--- src/rtl/uart_rx_if.sv ---
// uart_rx_if: received-byte handshake and error pulses between uart_rx and its consumer
// Signals: data/valid/ready byte handshake; frame_err, parity_err, overrun one-cycle pulses.
// master = receiver (drives byte and pulses), slave = consumer (drives ready).
interface uart_rx_if;
    logic [7:0] data;
    logic       valid;
    logic       ready;
    logic       frame_err;
    logic       parity_err;
    logic       overrun;
    modport master (output data, valid, frame_err, parity_err, overrun, input ready);
    modport slave  (input data, valid, frame_err, parity_err, overrun, output ready);
endinterface

--- src/rtl/uart_rx.sv ---
// uart_rx: 8N1 (optionally 8E1) UART receiver with ready/valid byte output and error pulses
// Ports: clk; rst (async, active-high); rxd serial line, idle high;
//        bus (uart_rx_if.master): data/valid held until ready, frame_err/parity_err/overrun pulses.
// Parameter CLKS_PER_BIT (4..65535). Define UART_RX_PARITY_EN to receive an even-parity bit after bit 7.
module uart_rx #(
    parameter int CLKS_PER_BIT = 16
) (
    input  logic      clk,
    input  logic      rst,
    input  logic      rxd,
    uart_rx_if.master bus
);
    localparam int CW = $clog2(CLKS_PER_BIT);
    localparam logic [CW-1:0] HALF = CW'(CLKS_PER_BIT / 2 - 1);
    localparam logic [CW-1:0] FULL = CW'(CLKS_PER_BIT - 1);
`ifdef UART_RX_PARITY_EN
    typedef enum logic [2:0] {IDLE, START, DATA, PARITY, STOP, BREAK} state_t;
`else
    typedef enum logic [2:0] {IDLE, START, DATA, STOP, BREAK} state_t;
`endif
    state_t state, state_n;
    logic rx1, rxs;
    logic [CW-1:0] cnt, cnt_n;
    logic [2:0] bcnt, bcnt_n;
    logic [7:0] sr, sr_n;
    logic good, bad, tick;
`ifdef UART_RX_PARITY_EN
    logic perr, perr_n;
`endif
    // cnt counts down to the next sample point and is reloaded there, so it never wraps mid-bit
    assign tick = (cnt == '0);

    always_ff @(posedge clk or posedge rst) begin
        if (rst)
            state <= IDLE;
        else
            state <= state_n;
    end

    always_comb begin
        state_n = state;
        cnt_n = tick ? cnt : cnt - CW'(1);
        bcnt_n = bcnt;
        sr_n = sr;
        good = 1'b0;
        bad = 1'b0;
`ifdef UART_RX_PARITY_EN
        perr_n = perr;
`endif
        case (state)
            IDLE: begin
                if (!rxs) begin
                    state_n = START;
                    cnt_n = HALF;
                end
            end
            START: begin
                if (tick) begin
                    state_n = rxs ? IDLE : DATA;
                    cnt_n = rxs ? cnt : FULL;
                    bcnt_n = '0;
`ifdef UART_RX_PARITY_EN
                    perr_n = 1'b0;
`endif
                end
            end
            DATA: begin
                if (tick) begin
                    sr_n = {rxs, sr[7:1]};
                    cnt_n = FULL;
                    bcnt_n = bcnt + 3'd1;
`ifdef UART_RX_PARITY_EN
                    if (bcnt == 3'd7) state_n = PARITY;
`else
                    if (bcnt == 3'd7) state_n = STOP;
`endif
                end
            end
`ifdef UART_RX_PARITY_EN
            PARITY: begin
                if (tick) begin
                    perr_n = ^{sr, rxs};
                    cnt_n = FULL;
                    state_n = STOP;
                end
            end
`endif
            STOP: begin
                if (tick) begin
                    good = rxs;
                    bad = !rxs;
                    state_n = rxs ? IDLE : BREAK;
                end
            end
            BREAK: state_n = rxs ? IDLE : BREAK;
            default: state_n = IDLE;
        endcase
    end

    always_ff @(posedge clk or posedge rst) begin
        if (rst) begin
            rx1 <= 1'b1;
            rxs <= 1'b1;
            cnt <= '0;
            bcnt <= '0;
            sr <= '0;
            bus.data <= '0;
            bus.valid <= 1'b0;
            bus.frame_err <= 1'b0;
            bus.overrun <= 1'b0;
        end else begin
            rx1 <= rxd;
            rxs <= rx1;
            cnt <= cnt_n;
            bcnt <= bcnt_n;
            sr <= sr_n;
            bus.frame_err <= bad;
            bus.overrun <= good && bus.valid && !bus.ready;
            // a byte completing in the acceptance cycle replaces the accepted one
            if (good && (!bus.valid || bus.ready)) begin
                bus.data <= sr;
                bus.valid <= 1'b1;
            end else if (bus.ready) begin
                bus.valid <= 1'b0;
            end
        end
    end

`ifdef UART_RX_PARITY_EN
    always_ff @(posedge clk or posedge rst) begin
        if (rst) begin
            perr <= 1'b0;
            bus.parity_err <= 1'b0;
        end else begin
            perr <= perr_n;
            bus.parity_err <= good && perr;
        end
    end
`else
    assign bus.parity_err = 1'b0;
`endif
endmodule

--- src/flat_wrapper.sv ---
// flat-port wrapper written by rule: the top's interface ports become plain ports
module uart_rx_flat 
#(
    parameter int CLKS_PER_BIT = 16
)
  (clk, rst, rxd, bus_data, bus_valid, bus_frame_err, bus_parity_err, bus_overrun, bus_ready);
  uart_rx_if bus_i ();
  input  logic clk;
  input  logic rst;
  input  logic rxd;
  output wire logic [$bits(bus_i.data)-1:0] bus_data;
  output wire logic [$bits(bus_i.valid)-1:0] bus_valid;
  output wire logic [$bits(bus_i.frame_err)-1:0] bus_frame_err;
  output wire logic [$bits(bus_i.parity_err)-1:0] bus_parity_err;
  output wire logic [$bits(bus_i.overrun)-1:0] bus_overrun;
  input wire logic [$bits(bus_i.ready)-1:0] bus_ready;
  assign bus_data = bus_i.data;
  assign bus_valid = bus_i.valid;
  assign bus_frame_err = bus_i.frame_err;
  assign bus_parity_err = bus_i.parity_err;
  assign bus_overrun = bus_i.overrun;
  assign bus_i.ready = bus_ready;
  uart_rx #(.CLKS_PER_BIT(CLKS_PER_BIT)) u_core (.clk(clk), .rst(rst), .rxd(rxd), .bus(bus_i));
endmodule
--- config.mk ---
export PLATFORM = sky130hd
export DESIGN_NAME = uart_rx_flat
export DESIGN_NICKNAME = d
export VERILOG_FILES = /design/src/rtl/uart_rx_if.sv /design/src/rtl/uart_rx.sv /design/src/flat_wrapper.sv
export SDC_FILE = /design/constraint.sdc
export NUM_CORES = 1
export LEC_CHECK = 0
export CELL_PAD_IN_SITES_DETAIL_PLACEMENT = 1
export CELL_PAD_IN_SITES_GLOBAL_PLACEMENT = 2
export CORE_AREA = 2 2 65 67
export DETAILED_ROUTE_END_ITERATION = 8
export DIE_AREA = 0 0 67 69
export PLACE_DENSITY = 0.87
export SETUP_SLACK_MARGIN = 0.3
export SLEW_MARGIN = 10
export SYNTH_ARGS = -nofsm -noshare
export SYNTH_HDL_FRONTEND = slang
export SYNTH_SLANG_ARGS = --single-unit
--- constraint.sdc ---
create_clock -name clk -period 4.1 [get_ports clk]
set_input_delay 0.41 -clock clk [delete_from_list [all_inputs] [get_ports clk]]
set_output_delay 0.41 -clock clk [all_outputs]
set_load 0.02 [all_outputs]
==> results.md <==
- Mapped Nets: 132
- Worst Skew: 0.00271 ns
- FF-to-FF End: u_core.bus.data[5]$_DFFE_PP0P_
- Vias per cell: 5.24
- Min-Delay Path Class: reg2reg
- First drt pass iteration count: 4
- Initial core utilization: 0.387
- Mapped Cells: 124
- WS Path Type: reg2reg
- Root Buffer: clkbuf_8
- Post-CTS Setup Bufs: 0
- Initial antenna violation count: 0
- Number of global-route vias before repair: 1047
- CP startpoint: u_core.cnt[0]$_DFFE_PP0P_
- WL final: 2880 um
- Congestion Overflow GR: 0
- Average size of a mapped cell: 12.2 um2
- Leak Pwr: 0.000796 uW
- Setup TNS: 0 ns
- Setup crit start kind: flop
- FMAX: 418 MHz
- Commonest non-fill, non-tap cell in the layout: dfrtp_1
- Ys Warns: 0
- ANT nets after route: 0
- Layout net count: 145
- 1st-iter DRT viols: 22
- Setup crit end kind: flop
- R2r startpoint: u_core.cnt[0]$_DFFE_PP0P_
- H-tree levels: 2
- Pre-CTS setup slack: 1.68 ns
- RSZ-0062 raised after global routing: false
- Die outline height: 69 um
- Crit path max fanout: 11
- Reg2Reg Setup Slack: 1.71 ns
- Yosys cell types: 38
- Post-CTS sizing: 0
- Largest net degree at the start of global routing: 32
- Fillers: 427
- Drt drc: 0
- # setup viols final: 0
- CTS tree: yes
- Post-layout min period: 2.39 ns
- First-pass GRT wire length: 5000 um
- Number of top-level pins: 16
- Placed cell area: 1660 um2
- Die area: 4620 um2
- Sequential-to-total area share from yosys stat: 0.514
- Fin crit share: 0.583
- Cell Area, Synth: 1520 um2
- Post-synthesis register bit count: 31
- TritonCTS buffer count: 5
- Final hold violation count: 0
- P&R area growth vs syn: 17.4%
- Max-slew violations: 0
- Clock Sinks: 31
- End point of the worst hold path: u_core.rxs$_DFF_PP1_
- Final std cell area, no fill: 1780 um2
- Clock-pin slew of the registers on the worst-case setup and hold paths: 0.06 ns
- Layout cell share with drive strength beyond 1: 0.232
- Worst hold stages: 0
- Post-CTS Hold Buffers: 0
- Crit path DAT: 2.56 ns
- Peak VDD IR: 0.000344 V
- Final RePlAce weighted congestion: 0.720
- # rows: 23
- Relative slew slack: 0.557
- Clock tree buffer depth: 2
- Max Cap Viol: 0
- N_diodes: 0
- Final worst setup slack: 1.71 ns
- Clk Latency, worst-skew pair: 0.28 ns
- WL per Instance: 15.3 um
- Req. time, crit path: 4.26 ns
- Outcome: completed
- Pwr Density: 580 nW/um2
- Hold path start: u_core.rx1$_DFF_PP1_
- Die width: 67 um
- Worst Tran Pin Value: 0.664 ns
- Core area: 3910 um2
- Detailed-route via count: 985
- Most frequent cells in the layout: dfrtp_1, clkdlybuf4s50_1, nor2_1, mux2_2, mux2_4
- GR Util All Layers: 0.145
- DP Wirelength: 2070 um
- IO Port Bufs: 14
- R2R cell count: 5
[report_power, final]
group | internal, uW | total [uW] | switching (uW)
Combinational | 136 | 265 | 128
Clock | 196 | 306 | 109
Sequential | 362 | 462 | 100
Total | 695 | 1030 | 338
[synth_stat cells]
cell	number	area, um2
xnor2_1	1	8.76
o21ai_0	3	15.0
and4bb_2	1	12.5
nor3_1	2	10.0
buf_6	3	33.8
nor2_1	8	30.0
ha_1	4	50.1
nor3b_2	1	12.5
nor2b_1	7	43.8
nand2b_1	2	12.5
nand2_4	1	11.3
dfrtp_1	29	726
o2bb2ai_1	3	26.3
a31oi_1	2	12.5
or3b_2	1	8.76
nand2_1	4	15.0
inv_1	5	18.8
clkbuf_1	1	3.75
mux2i_1	2	20.0
o31ai_1	2	15.0
buf_2	3	15.0
a211oi_1	2	15.0
and4b_1	1	10.0
mux2_4	8	120
buf_4	1	7.51
and3_1	1	6.26
conb_1	1	3.75
nor3b_1	2	15.0
nand3_1	1	5.00
nand4_1	2	12.5
a2111oi_0	1	8.76
buf_1	1	3.75
mux2_2	8	90.1
a21oi_1	5	25.0
nor4_1	1	6.26
dfstp_2	2	52.6
nor4b_4	1	23.8
a311oi_1	1	8.76
[worst max-delay path, cell delays in order, from the launching register on]
cell and delay (ns):
dfrtp_1 0.41, inv_1 0.07, ha_1 0.24, nor4b_4 0.57, and4b_1 0.63, mux2_4 0.34
[per-stage QoR]
stage	instances	hold slack, ns	utilization	total power, uW
floorplan	124	0.345	-	670
global placement	180	0.346	0.425	707
detailed placement	180	0.355	0.425	735
CTS	188	0.364	0.455	1050
global route	188	0.368	0.455	1110
finish	188	0.363	0.455	1030
[cell families after synthesis]
kind of cell             after synthesis  share of synthesized area
AND/OR/NAND/NOR                       36                      0.155
flip-flops                            31                      0.514
AO/OA/AOI/OAI                         19                     0.0834
multiplexers                          18                      0.152
buffers and inverters                 14                     0.0545
adder cells (fa/ha/maj)                4                     0.0330
other                                  1                    0.00247
XOR/XNOR                               1                    0.00578
[registers in the layout, indices dropped and copies added, names as in the netlist]
name and flops:
u_core.bus.overrun 1, u_core.rxs 1, u_core.bus.frame_err 1, u_core.state 3, u_core.bus.valid 1, u_core.sr 8
u_core.cnt 4, u_core.bus.data 8, u_core.bcnt 3, u_core.rx1 1
[per-layer routing]
metal | global-route usage | share of wire | wire length (um)
met5 | 0 | 0 | 0
met1 | 0.190 | 0.46 | 1320
met3 | 0.0506 | 0.044 | 127
met2 | 0.217 | 0.48 | 1390
met4 | 0.0612 | 0.015 | 44
[how the worst max path moves through the flow]
stage                                     endpoint  cells past startpoint  slack [ns]
detailed placement  u_core.bus.data[7]$_DFFE_PP0P_                      5        1.68
CTS                 u_core.bus.data[5]$_DFFE_PP0P_                      5        1.66
floorplan           u_core.bus.data[0]$_DFFE_PP0P_                      6        2.43
global placement    u_core.bus.data[2]$_DFFE_PP0P_                      5        1.79
finish              u_core.bus.data[5]$_DFFE_PP0P_                      5        1.71
global route        u_core.bus.data[5]$_DFFE_PP0P_                      5        1.54
[final cells by class]
class	instances	area, um2	share of cell area
clock buffer	6	82.6	0.0464
clock inverter	2	35.0	0.0197
inverter	5	18.8	0.0105
multi-input combinational	79	654	0.368
sequential	31	778	0.437
tap	50	62.6	0.0352
timing repair buffer	15	148	0.0830
Power figures use the tool's default switching activity.
